<file path="src/rtl/ddr4_sref_pkg.sv">
// ddr4_sref_pkg
//   Definitions shared by the DDR4 self-refresh sequencer and its helpers:
//   - sref_state_t : FSM state encoding, also visible on the `state` port.
//   - CTRL_* / STATUS_ACK : bit positions inside the sref control and
//     status words of the self-refresh control mapping stage.
//   - ctrl_decode() : control word that belongs to each state.
package ddr4_sref_pkg;

    typedef enum logic [2:0] {
        ST_INIT         = 3'd0,
        ST_IDLE         = 3'd1,
        ST_ENTER_WAIT   = 3'd2,
        ST_IN_SREF      = 3'd3,
        ST_EXIT_WAIT    = 3'd4,
        ST_RESTORE      = 3'd5,
        ST_RESTORE_CMPL = 3'd6,
        ST_ERROR        = 3'd7
    } sref_state_t;

    localparam int CTRL_REQ   = 0;
    localparam int CTRL_RCMPL = 2;
    localparam int CTRL_SKIP  = 3;
    localparam int CTRL_XSDB  = 4;
    localparam int STATUS_ACK = 7;

    // Control word driven while the FSM sits in state s. Bits 1 and 7:5 are
    // never set.
    function automatic logic [7:0] ctrl_decode(input sref_state_t s);
        logic [7:0] c;
        c = '0;
        case (s)
            ST_ENTER_WAIT,
            ST_IN_SREF: begin
                c[CTRL_REQ] = 1'b1;
            end
            ST_RESTORE: begin
                c[CTRL_SKIP] = 1'b1;
                c[CTRL_XSDB] = 1'b1;
            end
            ST_RESTORE_CMPL: begin
                c[CTRL_SKIP]  = 1'b1;
                c[CTRL_RCMPL] = 1'b1;
            end
            default: begin
            end
        endcase
        return c;
    endfunction

endpackage

</file>
<file path="src/rtl/sref_tmo_counter.sv">
// sref_tmo_counter
//   Saturating up-counter used by the sequencer both as handshake timeout
//   timer and as restore-complete hold timer.
//   Ports:
//     clk    in   UI clock
//     rst    in   asynchronous active-high reset (count -> 0)
//     clr    in   synchronous clear to 0 (wins over en)
//     en     in   count enable
//     limit  in   terminal value compared against the current count
//     tc     out  count == limit
module sref_tmo_counter #(
    parameter int CNT_W = 20
) (
    input  logic             clk,
    input  logic             rst,
    input  logic             clr,
    input  logic             en,
    input  logic [CNT_W-1:0] limit,
    output logic             tc
);

    localparam logic [CNT_W-1:0] ONE = {{(CNT_W-1){1'b0}}, 1'b1};

    logic [CNT_W-1:0] count;

    // Stick at all-ones instead of wrapping; a wrapped count could fake a
    // terminal-count match long after the awaited event was missed.
    function automatic logic [CNT_W-1:0] sat_inc(input logic [CNT_W-1:0] v);
        return (v == {CNT_W{1'b1}}) ? v : v + ONE;
    endfunction

    always_ff @(posedge clk or posedge rst) begin
        if (rst) begin
            count <= '0;
        end else if (clr) begin
            count <= '0;
        end else if (en) begin
            count <= sat_inc(count);
        end
    end

    assign tc = (count == limit);

endmodule

</file>
<file path="src/rtl/ddr4_sref_sequencer.sv">
// ddr4_sref_sequencer
//   Timed, timeout-guarded self-refresh enter/exit and boot calibration-
//   restore sequencer in front of the DDR4 self-refresh control mapping.
//   Parameters:
//     TMO_W         width of the timeout counter
//     TMO_CYCLES    cycles allowed for an ack edge before ERROR
//     RESTORE_HOLD  cycles restore_complete stays high (1..255)
//   Ports:
//     clk, rst      UI clock, asynchronous active-high reset
//     enter_req     pulse: enter self-refresh (accepted in IDLE only)
//     exit_req      pulse: exit self-refresh (accepted in IN_SREF only)
//     clear_err     pulse: leave ERROR once ack is low
//     boot_restore  strap: take the calibration-restore path after reset
//     restore_done  pulse: calibration data written back
//     sref_status   status word, bit 7 = self-refresh ack
//     sref_ctrl     control word (req, restore_complete, init skip, xsdb)
//     in_sref       self-refresh confirmed
//     busy          any state other than IDLE / IN_SREF
//     error         handshake timeout latched
//     state         current state encoding
module ddr4_sref_sequencer
    import ddr4_sref_pkg::*;
#(
    parameter int               TMO_W        = 20,
    parameter logic [TMO_W-1:0] TMO_CYCLES   = 20'd1000000,
    parameter int               RESTORE_HOLD = 16
) (
    input  logic       clk,
    input  logic       rst,
    input  logic       enter_req,
    input  logic       exit_req,
    input  logic       clear_err,
    input  logic       boot_restore,
    input  logic       restore_done,
    input  logic [7:0] sref_status,
    output logic [7:0] sref_ctrl,
    output logic       in_sref,
    output logic       busy,
    output logic       error,
    output logic [2:0] state
);

    // The counter is cleared on every state change, so it reads 0 in the
    // first cycle of a state; matching N-1 therefore means N cycles spent.
    localparam logic [TMO_W-1:0] TMO_LAST  = TMO_CYCLES - {{(TMO_W-1){1'b0}}, 1'b1};
    localparam logic [TMO_W-1:0] HOLD_LAST = TMO_W'(RESTORE_HOLD - 1);

    sref_state_t      state_q;
    sref_state_t      state_d;
    logic             ack_q;
    logic [TMO_W-1:0] cnt_limit;
    logic             cnt_clr;
    logic             cnt_tc;
    logic [7:0]       ctrl_d;
    logic             in_sref_d;
    logic             busy_d;
    logic             error_d;
    logic             status_unused;

    assign status_unused = ^sref_status[6:0];

    assign cnt_limit = (state_q == ST_RESTORE_CMPL) ? HOLD_LAST : TMO_LAST;
    assign cnt_clr   = (state_d != state_q);

    sref_tmo_counter #(
        .CNT_W (TMO_W)
    ) u_tmo (
        .clk   (clk),
        .rst   (rst),
        .clr   (cnt_clr),
        .en    (1'b1),
        .limit (cnt_limit),
        .tc    (cnt_tc)
    );

    // Next state plus Moore decodes of that next state, so the registered
    // outputs change on the same edge as the state register.
    always_comb begin
        state_d = state_q;
        case (state_q)
            ST_INIT: begin
                state_d = boot_restore ? ST_RESTORE : ST_IDLE;
            end
            ST_IDLE: begin
                if (enter_req) state_d = ST_ENTER_WAIT;
            end
            ST_ENTER_WAIT: begin
                // ack is tested first so a late ack beats the timeout
                if (ack_q)       state_d = ST_IN_SREF;
                else if (cnt_tc) state_d = ST_ERROR;
            end
            ST_IN_SREF: begin
                if (exit_req) state_d = ST_EXIT_WAIT;
            end
            ST_EXIT_WAIT: begin
                if (!ack_q)      state_d = ST_IDLE;
                else if (cnt_tc) state_d = ST_ERROR;
            end
            ST_RESTORE: begin
                if (restore_done) state_d = ST_RESTORE_CMPL;
            end
            ST_RESTORE_CMPL: begin
                if (cnt_tc) state_d = ST_IDLE;
            end
            ST_ERROR: begin
                if (clear_err && !ack_q) state_d = ST_IDLE;
            end
            default: begin
                state_d = ST_INIT;
            end
        endcase

        ctrl_d    = ctrl_decode(state_d);
        in_sref_d = (state_d == ST_IN_SREF);
        busy_d    = !((state_d == ST_IDLE) || (state_d == ST_IN_SREF));
        error_d   = (state_d == ST_ERROR);
    end

    always_ff @(posedge clk or posedge rst) begin
        if (rst) begin
            state_q   <= ST_INIT;
            ack_q     <= 1'b0;
            sref_ctrl <= 8'h00;
            in_sref   <= 1'b0;
            busy      <= 1'b1;
            error     <= 1'b0;
        end else begin
            state_q   <= state_d;
            ack_q     <= sref_status[STATUS_ACK];
            sref_ctrl <= ctrl_d;
            in_sref   <= in_sref_d;
            busy      <= busy_d;
            error     <= error_d;
        end
    end

    assign state = state_q;

endmodule

</file>
<file path="config.mk">
export PLATFORM = sky130hd
export DESIGN_NAME = ddr4_sref_sequencer
export DESIGN_NICKNAME = d
export VERILOG_FILES = /design/src/rtl/ddr4_sref_pkg.sv /design/src/rtl/sref_tmo_counter.sv /design/src/rtl/ddr4_sref_sequencer.sv
export SDC_FILE = /design/constraint.sdc
export NUM_CORES = 1
export LEC_CHECK = 0
export BUFFER_PORTS_ARGS = -buffer_cell sky130_fd_sc_hd__buf_2
export CAP_MARGIN = 15
export CORE_UTILIZATION = 52
export CTS_BUF_LIST = sky130_fd_sc_hd__clkbuf_4
export CTS_CLUSTER_SIZE = 16
export DETAILED_ROUTE_END_ITERATION = 8
export PLACE_DENSITY_LB_ADDON = 0.1
export SETUP_SLACK_MARGIN = 0.1
export SLEW_MARGIN = 20
export SYNTH_ARGS = -nofsm -noshare
export SYNTH_HDL_FRONTEND = slang
export SYNTH_SLANG_ARGS = --single-unit
</file>
<file path="constraint.sdc">
create_clock -name clk -period 2.1 [get_ports clk]
set_input_delay 0.21 -clock clk [delete_from_list [all_inputs] [get_ports clk]]
set_output_delay 0.21 -clock clk [all_outputs]
set_load 0.03 [all_outputs]
</file>
== Word-level counts from Yosys, hierarchy flattened ==
Cells that the tools add are included.
Operators by class
  mux-type cells: 17
  add/sub/neg operators: 1
  equality and inequality tests: 17
  reductions and logical operators: 7
Operators with widths (number)
  $mux 20: 3
  $mux 3: 9
  $pmux 3 s8: 1
  $eq 3x3->1 const B: 7
  $add 20x1->20 const B: 1
  $eq 20x20->1: 1
  $eq 20x20->1 const B: 1
  $eq 3x2->1 const B: 4
  $eq 3x1->1 const B: 2
  $mux 1: 4
  $reduce_or 2->1: 2
  $logic_not 3->1: 1
  $ne 3x3->1: 1
  $logic_not 1->1: 2
  $ne 2x2->1 const B: 1
  $logic_and 1x1->1: 1
  $logic_or 1x1->1: 1
Word-level totals
  output and inout port bits: 14
  word-level logic and storage cells: 49
  flip-flop bits (word level): 31
  input port bits: 15

== Longest topological paths before layout ==
Gate-level depths: netlist of the first run.
  depth after elaboration: 9
  gate-level depth with buffers: 9

== Hierarchy ==
Synthesis of the first run repeated with hierarchy kept, for this count alone.
Unflattened totals
  cells, all modules: 209
  area, all modules: 2085.8 um^2
By module, submodules not included
  sref_tmo_counter: cells each 139, sequential area each 500.5 um^2, area each 1422.6 um^2, instances 1
  ddr4_sref_sequencer: cells each 70, sequential area each 276.5 um^2, area each 663.1 um^2, instances 1

== Worst setup path after synthesis of the first run ==
Ideal clock, no wire load.
  path type: register to register
  from: register state_q[1], in the netlist state[1]
  to: register sref_ctrl[3]
  cell stages (with the launch flop): 8
  path buffers: 1
  setup time: 0.078 ns
  arrival time: 2.326 ns
  required time: 2.022 ns
  path slack: -0.303 ns
  cells stage by stage: dfrtp_1 buf_2 nor2b_1 a211o_1 a211o_1 a211oi_4 or3b_1 a21oi_1
Between the ends
  cells in the longest elaborated chain, start to end: 9
  elaborated cells on any way between the ends: 23
RTL lines
  from (decl): line ddr4_sref_sequencer.sv:48  | sref_state_t state_q;
  from (signal assigned): line ddr4_sref_sequencer.sv:128  | state_q <= state_d;
  $eq 3x3->1: line ddr4_sref_sequencer.sv:62, ddr4_sref_sequencer.sv:80
  $mux 20: line ddr4_sref_sequencer.sv:62  | assign cnt_limit = (state_q == ST_RESTORE_CMPL) ? HOLD_LAST : TMO_LAST;
  $eq 20x20->1: line sref_tmo_counter.sv:42  | assign tc = (count == limit);
  $mux 3: line ddr4_sref_sequencer.sv:90, ddr4_sref_sequencer.sv:97
  $mux 3 (on tied branches): line ddr4_sref_sequencer.sv:96, ddr4_sref_sequencer.sv:89
  $pmux 3 s8 *: line ddr4_sref_sequencer.sv:80  | case (state_q)
  $eq 3x3->1: line ddr4_sref_pkg.sv:31  | case (s)
  $reduce_or 2->1 (no line) *
  $mux 1 *: line ddr4_sref_pkg.sv:31
  via ctrl_d[3]: line ddr4_sref_sequencer.sv:54  | logic [7:0] ctrl_d;
  to (signal assigned): line ddr4_sref_sequencer.sv:130  | sref_ctrl <= ctrl_d;
  to (decl): line ddr4_sref_sequencer.sv:36  | output logic [7:0] sref_ctrl,
Mark *: on every way through the listed nets, which the timed path passes. The rest lies on a longest branch.
A chain may end at the register's enable or synchronous reset.

== Final worst setup path of the first run ==
  from: register u_tmo.count[19]
  to: register sref_ctrl[3]
Between the ends
  cells in the longest elaborated chain, start to end: 7
  elaborated cells on any way between the ends: 10
RTL lines
  from (decl): line sref_tmo_counter.sv:24  | logic [CNT_W-1:0] count;
  from (signal assigned): line sref_tmo_counter.sv:38  | count <= sat_inc(count);
  $eq 20x20->1 *: line sref_tmo_counter.sv:42
  $mux 3: line ddr4_sref_sequencer.sv:90, ddr4_sref_sequencer.sv:97
  $mux 3 (on tied branches): line ddr4_sref_sequencer.sv:96, ddr4_sref_sequencer.sv:89
  $pmux 3 s8 *: line ddr4_sref_sequencer.sv:80
  $eq 3x3->1: line ddr4_sref_pkg.sv:31
  $reduce_or 2->1 (no line) *
  $mux 1 *: line ddr4_sref_pkg.sv:31
  via ctrl_d[3]: line ddr4_sref_sequencer.sv:54
Marked as above.

==> impl_metrics.tcl, run 1 <==
set metrics [dict create \
    wl_um 3720 \
    setup_viol 27 \
    cts_buffers 5 \
    dp_hpwl_um 2570 \
    fp.dieArea_um2 3430 \
    avgRoutedWirePerCell_um 13.5 \
    endpoint_kind "register" \
    area_growth_pct 32.9 \
    cp_data_arrival_time_ns 2.43 \
    grt_pass1_wl_um 5810 \
    grt_max_degree 21 \
    clk_path_buf_depth 2 \
    place_area_um2 2020 \
    post-synth-top-area-cell "dfrtp_1" \
    async_flop_share_pct 100 \
    antenna_found_initial 0 \
    via_per_inst 5.32 \
    finalWorstSetupSlack_ns -0.0731 \
    netlist_instances 179 \
    critPathRequiredTime_ns 2.36 \
    r2r_slack_ns -0.07 \
    ios 29 \
    power_density_nw_per_um2 1170 \
    start_util_pct 54.4 \
    antenna_cells 0 \
    skew_ns 0.00755 \
    ff2ff_path_depth 6 \
    synth_warnings 0 \
    tightest_slew_ns 0.863 \
    overflow 0 \
    cap_violations 0 \
    drt_pre_antenna_iters 4 \
    drc_errors 0 \
    ys_ff_latch 31 \
    final_area_um2 2210 \
    min_period_ns 2.17 \
    holdWs_ns 0.206 \
    tritoncts "done" \
    crit_type "register to register" \
    period_share_pct 103 \
    rsz0062_at_grt "yes" \
    synth_edf_count 0 \
    synthTopCellsByArea "dfrtp_1 (45%), nor2_1 (7.2%), xnor2_1 (5.8%)" \
    core-area_um2 3050 \
    regToRegEndpoint "sref_ctrl[3]" \
    status "complete, but fails checks" \
    timing.final.hold_violations 0 \
    peakVddDrop_mv 1.03 \
    io_buffers 17 \
    die_h_um 58.5 \
    p_leak_nw 0.997 \
    p_total_mw 2.58 \
    drive_above_1_share_pct 32.9 \
    start_kind "register" \
    fin_nets 246 \
    grt_use_total_pct 22.8 \
    regToRegStartpoint "u_tmo.count[19]" \
    clk_latency_ns 0.33 \
    synthesis.area_um2 1660 \
    synth_top_flop_cell "dfrtp_1" \
    whs_path_depth 3 \
    cts_root_buffer "clkbuf_4" \
    yosysSeqAreaShare_pct 46.8 \
    violations "negative setup slack" \
    num_vias 1462 \
    timing.fmax_mhz 460 \
    avgSynthCellArea_um2 9.28 \
    die_x_um 58.5 \
    layout_common_cells "nor2_1 (31), buf_4 (31), dfrtp_1 (29), buf_2 (17), xnor2_1 (11)" \
    synth_top_cell_area_share_pct 45.2 \
    drt-initial-drc-count 79 \
    place_congestion 0.842 \
    row_count 20 \
    worstHoldPathType "primary input to register" \
    drv_slew 0 \
    holdPathEnd "state[2]" \
    fin_tns_setup_ns -1.20 \
    synth_cell_type_count 41 \
    relSlewSlack_pct 41.9 \
    first_global_vias 1316 \
    worstPathMaxFanout 3 \
    ant_nets 0 \
    hp-start "boot_restore" \
    cts.sinks 31 \
    path_clk_slew_ns 0.10 \
    htreeDepth 2 \
]
==> registers in the layout, summed over array words and instances (netlist names) <==
name / flops
u_tmo.count: 20
sref_ctrl: 4
in_sref: 1
busy: 1
state: 3
error: 1
ack_q: 1
==> how the worst max path moves through the flow <==
stage                          from               to  slack, ns  cells after the start
finish              u_tmo.count[19]     sref_ctrl[3]      -0.07                      6
global placement     u_tmo.count[7]  u_tmo.count[11]     -0.009                      7
detailed placement   u_tmo.count[6]     sref_ctrl[3]      -0.07                      6
global route        u_tmo.count[19]     sref_ctrl[4]      -0.18                      7
floorplan                  state[1]     sref_ctrl[3]      -0.09                      7
CTS                 u_tmo.count[19]     sref_ctrl[3]      -0.03                      8
==> worst max-delay path: stages (launching register included) <==
cell and delay, ns:
dfrtp_1 0.40, nand4_1 0.16, a211o_1 0.36, a211o_1 0.33, a211oi_4 0.31, or3b_1 0.41, a21oi_2 0.13
==> synth_stat cells (2+ instances only) <==
master and number:
nand3_1 10, nand4_1 8, clkbuf_1 3, buf_4 4, and4_1 3, nor3_1 5, dfrtp_1 30, xnor2_1 11
xor2_1 7, o21ai_0 3, nor4_1 7, a211o_1 3, nand2_1 7, nor2_1 32, a21oi_1 6, nand2b_1 2
buf_2 3, inv_1 10, and3_1 3
==> stage by stage <==
stage	instances	setup slack (ns)	utilization (%)
3_3_place_gp	263	-0.00881	66.1
2_1_floorplan	182	-0.0911	-
4_1_cts	274	-0.0345	70.5
5_1_grt	275	-0.181	72.3
6_report	275	-0.0731	72.3
3_5_place_dp	263	-0.0680	66.1
==> cell type report <==
| type | instances | area [µm²] |
|---|---|---|
| Fill cell | 249 | 845 |
| Inverter | 10 | 37.5 |
| Tap cell | 44 | 55.1 |
| Clock inverter | 3 | 38.8 |
| Multi-Input combinational cell | 130 | 892 |
| Clock buffer | 5 | 37.5 |
| Sequential cell | 31 | 778 |
| Timing Repair Buffer | 52 | 369 |
==> power breakdown <==
part / total (mW) / switching, mW / internal [mW]
combinational: 1.39 / 0.849 / 0.540
sequential: 0.738 / 0.0388 / 0.699
clock: 0.450 / 0.205 / 0.245
==> layer usage <==
layer	global-route usage (%)	vias up	share of wire, %
li1	-	716	-
met1	30.2	704	45
met2	36.5	35	50
met3	5.27	7	4.1
met4	8.50	0	1.2
met5	0	-	0
==> timing repair <==
| item | CTS | global route |
|---|---|---|
| setup buffers | 1 | 1 |
| pin swaps | 2 | 5 |
| hold buffers | 2 | 0 |
| gates resized for setup | 5 | 9 |
| hold endpoints to repair | 11 | 0 |
| setup endpoints to repair | 27 | 28 |
| gates cloned | 0 | 0 |
==> logic make-up (layout without fill, tap and decap cells) <==
group | Yosys count | in the layout | share of synthesized area (%)
buf+inv | 21 | 70 | 5.87
fa+ha+maj | 1 | 1 | 0.753
compound gates | 23 | 23 | 11.1
xor+xnor | 18 | 18 | 9.49
mux | 2 | 2 | 1.28
flops | 31 | 31 | 46.8
other cells | 1 | 4 | 0.226
simple gates | 82 | 82 | 24.5
(Power assumes the default switching activity.)
==> run 2, diff against run 1 <==
CELL_PAD_IN_SITES_DETAIL_PLACEMENT = 1   (was unset)
CELL_PAD_IN_SITES_GLOBAL_PLACEMENT = 2   (was unset)
CORE_UTILIZATION = 32   (was 52)
==> run 2 against run 1 <==
  * The flow still finishes with violations (negative setup slack)
  * Combinational power hardly changed
  * Sequential power up 0.5%
  * Count of clock-buffer cells in the layout unchanged
  * Largest power group unchanged
  * Setup slack got worse by 0.00093 ns
  * Critical endpoint unchanged
  * Clock skew rose by 0.00069 ns
  * Non-clock buffer count increased by 3
==> impl_metrics.tcl, run 2 (synthesis gave the netlist of run 1 again) <==
set metrics [dict create \
    status "complete, but fails checks" \
    violations "negative setup slack" \
    cts_root_buffer "clkbuf_4" \
    fin_nets 249 \
    start_util_pct 34.3 \
    critPathRequiredTime_ns 2.37 \
    grt_use_total_pct 18.8 \
    largest-register "u_tmo.count" \
    htreeDepth 2 \
    drv_slew 0 \
    worstHoldPathType "primary input to register" \
    grt_max_degree 32 \
    power_density_nw_per_um2 1140 \
    path_clk_slew_ns 0.10 \
    layout_commonest_cell "buf_4" \
    row_count 25 \
    first_global_vias 1655 \
    start_kind "register" \
    ant_nets 0 \
    rsz0062_at_grt "yes" \
    route.met2.wl_um 2350 \
    cts_buffers 5 \
    clk_path_buf_depth 2 \
    min_period_ns 2.17 \
    grt_pass1_wl_um 7690 \
    relSlewSlack_pct 53.9 \
    area_growth_pct 35.4 \
    drive_above_1_share_pct 33.8 \
    antenna_cells 0 \
    antenna_found_initial 0 \
    finalWorstSetupSlack_ns -0.0740 \
    num_vias 1502 \
    p_total_mw 2.56 \
    crit_type "register to register" \
    fin_util_pct 46.4 \
    skew_ns 0.00824 \
    largest_register_ff_count 20 \
    die_x_um 74.1 \
    overflow 0 \
    clk_latency_ns 0.33 \
    via_per_inst 4.99 \
    p_leak_nw 1.01 \
    place_congestion 0.843 \
    layout_common_cells "buf_4 (35), nor2_1 (31), dfrtp_1 (29), buf_2 (17), xnor2_1 (11)" \
    cts.sinks 31 \
    drc_errors 0 \
    setup_viol 21 \
    peakVddDrop_mv 0.773 \
    fp.dieArea_um2 5480 \
    dp_hpwl_um 3210 \
    drt_pre_antenna_iters 4 \
    core-area_um2 4850 \
    routed-wl-met3_um 123 \
    tritoncts "done" \
    cap_violations 0 \
    routedLengthMet1_um 2020 \
    avgRoutedWirePerCell_um 15.2 \
    wl_um 4570 \
    drt-initial-drc-count 35 \
    timing.final.hold_violations 0 \
    cp_data_arrival_time_ns 2.45 \
    die_h_um 74.1 \
    io_buffers 17 \
    ios 29 \
    endpoint_kind "register" \
    top_layer "met4" \
    tightest_slew_ns 0.685 \
    period_share_pct 104 \
    timing.fmax_mhz 460 \
    worstPathMaxFanout 3 \
]
==> run 2: metrics by stage <==
stage	setup slack (ns)	hold WS, ns	cells	cell area, µm²	setup TNS, ns
floorplan	-0.0911	0.241	182	1700	-0.831
global route	-0.156	0.166	301	2250	-2.98
CTS	-0.0391	0.148	298	2200	-0.185
finish	-0.0740	0.177	301	2250	-0.545
detailed placement	-0.0987	0.320	286	2050	-1.65
global placement	-0.0397	0.311	286	2050	-0.434
==> run 2: worst paths after layout <==
path / slack, ns / depth (start not counted) / end / start
max: -0.07 / 6 / sref_ctrl[3] / u_tmo.count[18]
min: 0.18 / 3 / state[2] / boot_restore
max reg2reg: -0.07 / 6 / sref_ctrl[3] / u_tmo.count[18]
min reg2reg: 0.60 / 2 / u_tmo.count[3] / u_tmo.count[3]
max in group asynchronous: 1.28 / 4 / busy / rst
min in group asynchronous: 0.50 / 4 / error / rst
==> run 2: what timing repair did <==
item	4_1_cts	5_1_grt
pin swaps	1	6
buffers inserted	2	3
hold endpoints to repair	31	0
endpoints found under the setup margin	29	29
hold buffers	2	0
gates resized for setup	6	6
==> run 2: metal layers <==
metal | vias up | GRT usage [%]
li1 | 723 | -
met4 | 0 | 7.48
met3 | 8 | 3.79
met5 | - | 0
met2 | 24 | 34.1
met1 | 747 | 21.5
==> run 2: area by class of cell <==
cell class	instances	area, µm²
timing repair buffer	55	388
clock inverter	3	38.8
tap	67	83.8
clock buffer	5	37.5
fill	574	2600
multi-input combinational	130	886
sequential	31	778
inverter	10	37.5
==> run 2: critical path, cell delays in order, from the launching register on <==
cell      delay (ns)
dfrtp_1         0.40
nand4_1         0.16
a211o_1         0.32
a211o_1         0.36
a211oi_4        0.31
or3b_4          0.42
a21oi_2         0.14
==> run 2: where the power goes <==
part | internal [mW] | switching, mW
clock network | 0.245 | 0.215
logic | 0.540 | 0.816
registers | 0.700 | 0.0426
==> run 3, diff against run 2 <==
CORE_UTILIZATION = 35   (was 32)
clock period = 2.37 ns   (was 2.1 ns; I/O delays follow)
==> run 3 against run 2 <==
  * The flow now finishes without violations
  * Critical path depth did not move
  * Clock power fell by 9.1%
  * Final area fell by 8.8%
  * Critical path type unchanged
  * Largest power group unchanged
  * Highest routed layer unchanged
==> impl_metrics.tcl, run 3 (synthesis gave the netlist of run 1 again) <==
set metrics [dict create \
    drt_pre_antenna_iters 6 \
    start_util_pct 37.4 \
    num_vias 1406 \
    finalWorstSetupSlack_ns 0.176 \
    area_growth_pct 23.4 \
    largest_register_ff_count 20 \
    first_global_vias 1524 \
    peakVddDrop_mv 0.809 \
    crit_type "register to register" \
    period_share_pct 92.6 \
    ios 29 \
    timing.fmax_mhz 456 \
    dp_slack_ns 0.108 \
    path_cells "nand4_1 -> a211o_1 -> a211o_1 -> a211oi_4 -> or3b_1 -> a21oi_1" \
    path_clk_slew_ns 0.11 \
    r2r_slack_ns 0.18 \
    clk_latency_ns 0.34 \
    status "complete, no violations" \
    grt_use_total_pct 18.4 \
    worstPathMaxFanout 3 \
    cts_buffers 5 \
    timing.final.hold_violations 0 \
    fp.dieArea_um2 5030 \
    grt_max_degree 32 \
    tightest_slew_ns 0.553 \
    largest-register "u_tmo.count" \
    final_cells 266 \
    die_x_um 70.9 \
    grt_pass1_wl_um 7110 \
    drc_errors 0 \
    antenna_found_initial 0 \
    htreeDepth 2 \
    antenna_cells 0 \
    start_kind "register" \
    layout_common_cells "nor2_1 (31), dfrtp_1 (28), buf_2 (17), buf_4 (15), xnor2_1 (11)" \
    crit_slowest_cell "dfrtp_1" \
    cts_root_buffer "clkbuf_4" \
    nFillCells 530 \
    place_area_um2 1870 \
    final_area_um2 2050 \
    row_count 24 \
    tritoncts "done" \
    overflow 0 \
    avgRoutedWirePerCell_um 15.7 \
    io_buffers 17 \
    holdWs_ns 0.165 \
    ant_nets 0 \
    fin_tns_setup_ns 0 \
    rsz0062_at_grt "yes" \
    setup.worst_path.start "u_tmo.count[19]" \
    drt-initial-drc-count 32 \
    place_congestion 0.760 \
    p_leak_nw 0.912 \
    worstHoldPathType "primary input to register" \
    fin_util_pct 46.1 \
    drive_above_1_share_pct 24.8 \
    core-area_um2 4440 \
    min_period_ns 2.19 \
    critPathRequiredTime_ns 2.64 \
    dp_hpwl_um 3000 \
    regToRegStartpoint "u_tmo.count[19]" \
    skew_ns 0.00793 \
    power_density_nw_per_um2 1050 \
    relSlewSlack_pct 62.9 \
    wl_um 4170 \
    cts.sinks 31 \
    cp_common_cell "a211o_1" \
    setup_viol 0 \
    dp.cells 253 \
    layout_commonest_cell "nor2_1" \
    hp-start "boot_restore" \
    drv_slew 0 \
    p_total_mw 2.15 \
    cp_data_arrival_time_ns 2.46 \
    clk_path_buf_depth 2 \
    cap_violations 0 \
    max_stage_delay_ns 0.42 \
    endpoint_kind "register" \
    die_h_um 70.9 \
    fin_nets 229 \
    via_per_inst 5.29 \
]
run 3: cell count changes in the layout (fill, tap and decap cells not counted), moves of 2 or more:
cell / before / now
a21oi_1: 4 / 6
a21oi_2: 2 / 0
buf_4: 35 / 15
nor4_1: 2 / 4
nor4_2: 4 / 1
run 3: power breakdown:
part | switching (mW) | internal [mW]
Sequential | 0.0344 | 0.620
Clock | 0.201 | 0.217
Combinational | 0.669 | 0.409
run 3: critical path, delay by kind of cell (launching register included):
kind | cells | cell delay (ns)
AO/OA/AOI/OAI | 4 | 1.15
AND/OR/NAND/NOR | 2 | 0.54
flip-flops | 1 | 0.42
run 3: repair_timing:
item | CTS | global route
hold endpoints to repair | 31 | 0
hold buffers | 2 | 0
gates resized for setup | 1 | 8
endpoints found under the setup margin | 2 | 28
pin swaps | 0 | 1
buffers inserted | 0 | 3
run 3: area by class of cell:
class	instances	area (µm²)	share of cell area (%)
Timing Repair Buffer	35	238	11.6
Inverter	10	37.5	1.83
Tap cell	52	65.1	3.17
Clock inverter	3	38.8	1.89
Clock buffer	5	37.5	1.83
Sequential cell	31	779	38.0
Multi-Input combinational cell	130	855	41.7
run 3: final timing paths:
kind                       cells past startpoint              to
max                                            6    sref_ctrl[3]
min                                            3        state[2]
max reg2reg                                    6    sref_ctrl[3]
min reg2reg                                    2  u_tmo.count[3]
max in group asynchronous                      4            busy
min in group asynchronous                      4        state[2]
run 3: routing by layer:
layer  share of wire (%)  track usage [%]
met5                   0                0
met4                 1.5             6.89
met2                  50             32.1
met1                  45             21.9
met3                 3.2             4.84
